===== config.mk =====
export PLATFORM = sky130hd
export DESIGN_NAME = spi_bus_master
export DESIGN_NICKNAME = d
export VERILOG_FILES = /design/src/rtl/spi_pkg.sv /design/src/rtl/spi_clk_gen.sv /design/src/rtl/spi_bus_master.sv
export SDC_FILE = /design/constraint.sdc
export NUM_CORES = 1
export LEC_CHECK = 0
export BUFFER_PORTS_ARGS = -buffer_cell sky130_fd_sc_hd__buf_2
export CAP_MARGIN = 0
export CORE_MARGIN = 2
export CORE_UTILIZATION = 55
export DETAILED_ROUTE_END_ITERATION = 10
export HOLD_SLACK_MARGIN = 0.1
export PLACE_DENSITY = 0.86
export RECOVER_POWER = 50
export SLEW_MARGIN = 20
export SYNTH_ARGS = -nofsm -noshare
export SYNTH_HDL_FRONTEND = slang
export SYNTH_HIERARCHICAL = 1
export SYNTH_SLANG_ARGS = --single-unit

===== constraint.sdc =====
create_clock -name clk -period 2.16 [get_ports clk]
set_clock_uncertainty 0.15 [all_clocks]
set_input_delay 0.432 -clock clk [delete_from_list [all_inputs] [get_ports clk]]
set_output_delay 0.432 -clock clk [all_outputs]
set_load 0.01 [all_outputs]

===== src/rtl/spi_pkg.sv =====
// Shared SPI frame definitions used by the bus master and the slave-side FSM.
package spi_pkg;

   localparam int SPI_ADDR_W = 7;
   localparam int SPI_DATA_W = 8;
   localparam int SPI_TURN_W = 1;
   localparam int SPI_TURN_R = 2;
   localparam int SPI_TX_W   = SPI_ADDR_W + 1 + SPI_DATA_W;

   typedef enum logic [2:0] {
      S_IDLE  = 3'd0,
      S_SETUP = 3'd1,
      S_ADDR  = 3'd2,
      S_TURN  = 3'd3,
      S_DATA  = 3'd4,
      S_HOLD  = 3'd5,
      S_GAP   = 3'd6
   } spi_state_e;

   // States during which the serial clock divider runs
   function automatic logic sclk_active(input spi_state_e st);
      return (st == S_SETUP) || (st == S_ADDR) || (st == S_TURN) || (st == S_DATA);
   endfunction

endpackage


===== src/rtl/spi_clk_gen.sv =====
// Serial clock divider: toggles sclk every CLKDIV clk cycles while enabled and
// flags the cycle in which sclk first shows a new level; clears low when disabled.
module spi_clk_gen #(
   parameter int CLKDIV = 4
) (
   input  logic clk,
   input  logic reset,
   input  logic en_i,
   output logic sclk_o,
   output logic rise_stb_o,
   output logic fall_stb_o
);

   localparam int CW = (CLKDIV > 2) ? $clog2(CLKDIV) : 1;

   logic [CW-1:0] cnt_q, cnt_d;
   logic          sclk_q, sclk_d;
   logic          rise_q, rise_d;
   logic          fall_q, fall_d;

   // Next-state for divider count, serial clock level and edge strobes
   always_comb begin
      cnt_d  = cnt_q;
      sclk_d = sclk_q;
      rise_d = 1'b0;
      fall_d = 1'b0;
      if (!en_i) begin
         cnt_d  = '0;
         sclk_d = 1'b0;
      end else if (cnt_q == CW'(CLKDIV - 1)) begin
         cnt_d  = '0;
         sclk_d = ~sclk_q;
         rise_d = ~sclk_q;
         fall_d = sclk_q;
      end else begin
         cnt_d  = cnt_q + CW'(1);
      end
   end

   // Divider state register
   always_ff @(posedge clk) begin
      if (reset) begin
         cnt_q  <= '0;
         sclk_q <= 1'b0;
         rise_q <= 1'b0;
         fall_q <= 1'b0;
      end else begin
         cnt_q  <= cnt_d;
         sclk_q <= sclk_d;
         rise_q <= rise_d;
         fall_q <= fall_d;
      end
   end

   assign sclk_o     = sclk_q;
   assign rise_stb_o = rise_q;
   assign fall_stb_o = fall_q;

endmodule


===== src/rtl/spi_bus_master.sv =====
// Single-transaction SPI master: address+R/W, turnaround, 8 data bits, then cs gap.
// SPI_MASTER_MISO_SYNC_EN adds a two-flop miso synchronizer and samples on sclk falls.
module spi_bus_master
   import spi_pkg::*;
#(
   parameter int CLKDIV = 4,
   parameter int TURN_W = SPI_TURN_W,
   parameter int TURN_R = SPI_TURN_R,
   parameter int GAP    = 4
) (
   input  logic                  clk,
   input  logic                  reset,
   input  logic                  start,
   input  logic                  rw,
   input  logic [SPI_ADDR_W-1:0] addr,
   input  logic [SPI_DATA_W-1:0] wdata,
   output logic                  busy,
   output logic                  done,
   output logic [SPI_DATA_W-1:0] rdata,
   output logic                  cs,
   output logic                  sclk,
   output logic                  mosi,
   input  logic                  miso
);

   spi_state_e            state_q, state_d;
   logic [15:0]           cnt_q, cnt_d;
   logic [SPI_TX_W-1:0]   tx_q, tx_d;
   logic [SPI_DATA_W-1:0] rx_q, rx_d;
   logic [SPI_DATA_W-1:0] rdata_q, rdata_d;
   logic                  rw_q, rw_d;
   logic                  cs_q, cs_d;
   logic                  busy_q, busy_d;
   logic                  done_q, done_d;
   logic                  mosi_q, mosi_d;
   logic                  rise_stb, fall_stb;
   logic                  smp_stb, miso_smp;
   logic [15:0]           turn_n;

   spi_clk_gen #(.CLKDIV(CLKDIV)) u_clk_gen (
      .clk        (clk),
      .reset      (reset),
      .en_i       (sclk_active(state_q)),
      .sclk_o     (sclk),
      .rise_stb_o (rise_stb),
      .fall_stb_o (fall_stb)
   );

`ifdef SPI_MASTER_MISO_SYNC_EN
   logic [1:0] sync_q;

   // Two-flop synchronizer on the incoming serial data
   always_ff @(posedge clk) begin
      if (reset) begin
         sync_q <= 2'b00;
      end else begin
         sync_q <= {sync_q[0], miso};
      end
   end

   assign miso_smp = sync_q[1];
   assign smp_stb  = fall_stb;
`else
   assign miso_smp = miso;
   assign smp_stb  = rise_stb;
`endif

   assign turn_n = rw_q ? 16'(TURN_R) : 16'(TURN_W);

   // Frame sequencing; mosi only updates on the cycle after an sclk fall
   always_comb begin
      state_d = state_q;
      cnt_d   = cnt_q;
      tx_d    = tx_q;
      rx_d    = rx_q;
      rdata_d = rdata_q;
      rw_d    = rw_q;
      cs_d    = cs_q;
      busy_d  = busy_q;
      done_d  = 1'b0;
      mosi_d  = mosi_q;
      case (state_q)
         S_IDLE: begin
            if (start) begin
               rw_d    = rw;
               tx_d    = {addr, rw, (rw ? 8'h00 : wdata)};
               mosi_d  = addr[SPI_ADDR_W-1];
               rx_d    = 8'h00;
               cnt_d   = 16'd0;
               cs_d    = 1'b0;
               busy_d  = 1'b1;
               state_d = S_SETUP;
            end else begin
               state_d = S_IDLE;
            end
         end
         S_SETUP: begin
            if (rise_stb) begin
               cnt_d   = 16'd0;
               state_d = S_ADDR;
            end else begin
               state_d = S_SETUP;
            end
         end
         S_ADDR: begin
            if (fall_stb) begin
               tx_d   = {tx_q[SPI_TX_W-2:0], 1'b0};
               mosi_d = tx_q[SPI_TX_W-2];
               cnt_d  = cnt_q + 16'd1;
               if (cnt_q == 16'd7) begin
                  cnt_d = 16'd0;
                  if (turn_n == 16'd0) begin
                     state_d = S_DATA;
                  end else begin
                     mosi_d  = 1'b0;
                     state_d = S_TURN;
                  end
               end else begin
                  state_d = S_ADDR;
               end
            end else begin
               state_d = S_ADDR;
            end
         end
         S_TURN: begin
            if (fall_stb) begin
               mosi_d = 1'b0;
               cnt_d  = cnt_q + 16'd1;
               if (cnt_q == turn_n - 16'd1) begin
                  cnt_d   = 16'd0;
                  mosi_d  = tx_q[SPI_TX_W-1];
                  state_d = S_DATA;
               end else begin
                  state_d = S_TURN;
               end
            end else begin
               state_d = S_TURN;
            end
         end
         S_DATA: begin
            if (smp_stb && rw_q) begin
               rx_d = {rx_q[SPI_DATA_W-2:0], miso_smp};
            end else begin
               rx_d = rx_q;
            end
            if (fall_stb) begin
               tx_d   = {tx_q[SPI_TX_W-2:0], 1'b0};
               mosi_d = tx_q[SPI_TX_W-2];
               cnt_d  = cnt_q + 16'd1;
               if (cnt_q == 16'd7) begin
                  cnt_d   = 16'd0;
                  mosi_d  = 1'b0;
                  state_d = S_HOLD;
               end else begin
                  state_d = S_DATA;
               end
            end else begin
               state_d = S_DATA;
            end
         end
         S_HOLD: begin
            // The fall cycle already counts as the first low clock of the hold
            if (cnt_q == 16'(CLKDIV - 2)) begin
               cnt_d   = 16'd0;
               cs_d    = 1'b1;
               done_d  = 1'b1;
               rdata_d = rw_q ? rx_q : rdata_q;
               state_d = S_GAP;
            end else begin
               cnt_d   = cnt_q + 16'd1;
            end
         end
         S_GAP: begin
            if (cnt_q == 16'(GAP - 1)) begin
               cnt_d   = 16'd0;
               busy_d  = 1'b0;
               state_d = S_IDLE;
            end else begin
               cnt_d   = cnt_q + 16'd1;
            end
         end
         default: begin
            cs_d    = 1'b1;
            busy_d  = 1'b0;
            mosi_d  = 1'b0;
            cnt_d   = 16'd0;
            state_d = S_IDLE;
         end
      endcase
   end

   // Frame state and registered outputs
   always_ff @(posedge clk) begin
      if (reset) begin
         state_q <= S_IDLE;
         cnt_q   <= 16'd0;
         tx_q    <= '0;
         rx_q    <= 8'h00;
         rdata_q <= 8'h00;
         rw_q    <= 1'b0;
         cs_q    <= 1'b1;
         busy_q  <= 1'b0;
         done_q  <= 1'b0;
         mosi_q  <= 1'b0;
      end else begin
         state_q <= state_d;
         cnt_q   <= cnt_d;
         tx_q    <= tx_d;
         rx_q    <= rx_d;
         rdata_q <= rdata_d;
         rw_q    <= rw_d;
         cs_q    <= cs_d;
         busy_q  <= busy_d;
         done_q  <= done_d;
         mosi_q  <= mosi_d;
      end
   end

   assign busy  = busy_q;
   assign done  = done_q;
   assign rdata = rdata_q;
   assign cs    = cs_q;
   assign mosi  = mosi_q;

endmodule


==> metrics.txt <==
kind of critical path=register to register; Antenna diodes=0; RSZ-0062 raised after global routing=no; Layout Cells excl Fill=around 480; Tot Pwr=0.002402 W; slowest stage cell, crit path=and4_4; Register Area=0.001221 sq mm; Core ar.=0.005405 sq mm; Setup-failing EPs final=0; H-Tree Depth=3; nets=425; max-slew violations=0; ys async rst share=0; Fillers=approximately 430; drt pass-1 iters=4; final wirelength=around 7 mm; die height=78.35 um; Synth top area share=0.4016; Sinks on Clock Net=approximately 60; Final min period=2.031 ns; grt ovf=0; initial antenna violation count=0; critical path buffer and inverter count=2; syn_nets=approximately 380; Port Buffers=32; Rows=27; startpoint types=register; I/O pins=33; Clk Latency, worst-skew pair=0.34 ns; routed wire length per instance=14.41 um; slowest cell delay on critical path=roughly 0.35 ns; LEAKAGE=1.386 nW; Worst-path clk slew=~0.07 ns; dpl cell area=about 0.0034 sq mm; routed via count=approximately 2800; vias in the first global route=roughly 2500; Final period util=0.9402; CP arrival=between 2 and 2.5 ns; slew margin rel.=0.5991; final hold violations=0; VDD IR-drop max=around 0.55 mV; status=finished clean; Routed Antenna Nets=0; Main synth FF type=dfxtp_1; Die Width=between 70 and 80 um; routability cong.=between 0.9 and 1; die area=approximately 0.0061 sq mm; Fmax achieved=around 0.5 GHz; register-to-register setup slack=around 0.13 ns; yosys warns=6; worst endpoint required time=about 2.2 ns; Syn Inst Count=around 350; max cap viols=0; Synth top cells by count=61 x dfxtp_1, 39 x nor2_1, 29 x nand2_1, 26 x a21oi_1, 25 x a211oi_1; Seq/Total Area, Yosys=0.4016; global-route wire length before repair=~12 mm; setup total negative slack=0 ns; total CTS buffers=9; worst path cell trace=nor4_1 -> and4_4 -> buf_4 -> a311oi_4 -> nor4_4 -> buf_4 -> a211oi_1; largest area contributor in the synthesized netlist=dfxtp_1; largest net degree at the start of global routing=34; Root Driver=clkbuf_8; hold slack final=0.2029 ns; Final HPWL DP=between 4 and 5 mm; Initial Utilization=0.5625; Synth Register Bits=61; Max FO, Critical Path=8; Synth area leaders=dfxtp_1 40%, a211oi_1 6.2%, mux2i_1 5.9%; crit-path most repeated cell=buf_4; share of post-route cells with drive strength above 1=0.1966; worst slew pin tran=roughly 0.6 ns; multi-input logic area=~0.0017 sq mm; fin area=0.003647 sq mm; mapped cell area=a little over 0.003 sq mm; Yosys cell types=51; Layout area overhead=19.96%; Post-synth EDFFs=0; Power Dens Cells=658.5 mW/mm^2; Max clock buf depth=2; Global Route Usage Sum=0.2360; Worst Setup End Kind=register; Iteration-0 DRC Markers=roughly 140; CTS tree=yes; CP delay by family, top=simple AND/OR/NAND/NOR gates; Vias per Instance=between 5 and 6; Remaining DRCs=0; Mapped Avg Cell Area=8.638 sq um; count leader, synth=dfxtp_1; placed cells=around 460; HP Class=input port to register
==> kinds of logic after synthesis <==
logic type                 share of synthesized area
muxes                                        0.05926
AOI/OAI and AO/OA                             0.2012
DFF                                           0.4016
adders and majority gates                    0.01235
buffers and inverters                        0.04527
and+or+nand+nor                               0.2428
xor gates and xnor gates                     0.03745
==> state kept, by name, summed over array words and instances, names as in the netlist, 2 cells and up <==
name	cells
rdata	8
u_clk_gen/cnt_q	2
state_q	3
tx_q	16
cnt_q	16
rx_q	8
==> cell usage in the layout, fill, tap and decap left out, types with 3 or more instances in the layout <==
master    Yosys  final
a211oi_1     25     25
buf_12        0      3
nand3_1      18     18
o21ai_0       9      9
clkbuf_8      0     10
nand4_1       6      6
and3_1        4      4
mux2i_1      18     18
dfxtp_1      61     61
nand2_1      29     29
and2_1        5      4
a21o_1        3      3
a21oi_1      26     25
nor2_1       39     38
xor2_1        7      7
nor3b_1      11     10
xnor2_1       6      6
ha_1          3      3
buf_4         2     27
inv_1         6      6
buf_2         8     19
nor3_1        8      8
nor2b_1       3      3
a311oi_1      4      4
a31oi_1       3      3
clkbuf_1     13     15
==> final cells by class <==
class | count | share of cell area
Clock buffer | 12 | 0.03979
Clock inverter | 4 | 0.01304
Inverter | 6 | 0.006175
Multi-Input combinational cell | 261 | 0.4686
Sequential cell | 61 | 0.3348
Tap cell | 72 | 0.02470
Timing Repair Buffer | 63 | 0.1129
==> layer usage <==
layer | track usage | up-vias | wire length, um
met3 | 0.05172 | 11 | 358
met4 | 0.1316 | 0 | 124
li1 | - | 1386 | -
met1 | 0.3107 | 1292 | 3197
met5 | 0 | - | 0
met2 | 0.3595 | 71 | 3224
==> repair_timing <==
action                                  4_1_cts  5_1_grt
hold buffers                                  0        0
gates resized for setup                       2        3
setup buffers                                 0        4
hold endpoints to repair                      0        0
pin swaps                                     0        1
endpoints found under the setup margin        9       10
==> metrics by stage <==
| step | setup slack [ns] | utilization |
|---|---|---|
| after floorplan | 0.2058 | - |
| after global placement | -0.2597 | 0.6308 |
| after detailed placement | -0.4119 | 0.6308 |
| after CTS | 0.02637 | 0.6681 |
| after global routing | 0.005295 | 0.6748 |
| final | 0.1291 | 0.6748 |
==> report_power, final <==
group | leakage (nW) | switching [W] | internal, W
clock network | 0.0964 | 0.000443 | 0.000561
logic | 0.794 | 0.000121 | 0.0000958
registers | 0.496 | 0.0000219 | 0.00116
==> worst reg2reg max path: cells and delay by family (launching register included) <==
family                 cells  cell delay, ns
AO/OA/AOI/OAI              2            0.20
AND/OR/NAND/NOR            3            0.88
buffers and inverters      2            0.38
flip-flops                 1            0.31
==> worst paths after layout <==
check / from / to / cells after the start
worst max-delay path: cnt_q[8] / cnt_q[7] / 7
worst min-delay path: miso / rx_q[0] / 3
worst max register to register: cnt_q[8] / cnt_q[7] / 7
worst min register to register: u_clk_gen/cnt_q[0] / u_clk_gen/cnt_q[0] / 1
No activity file was read; power rests on OpenSTA's default activity.
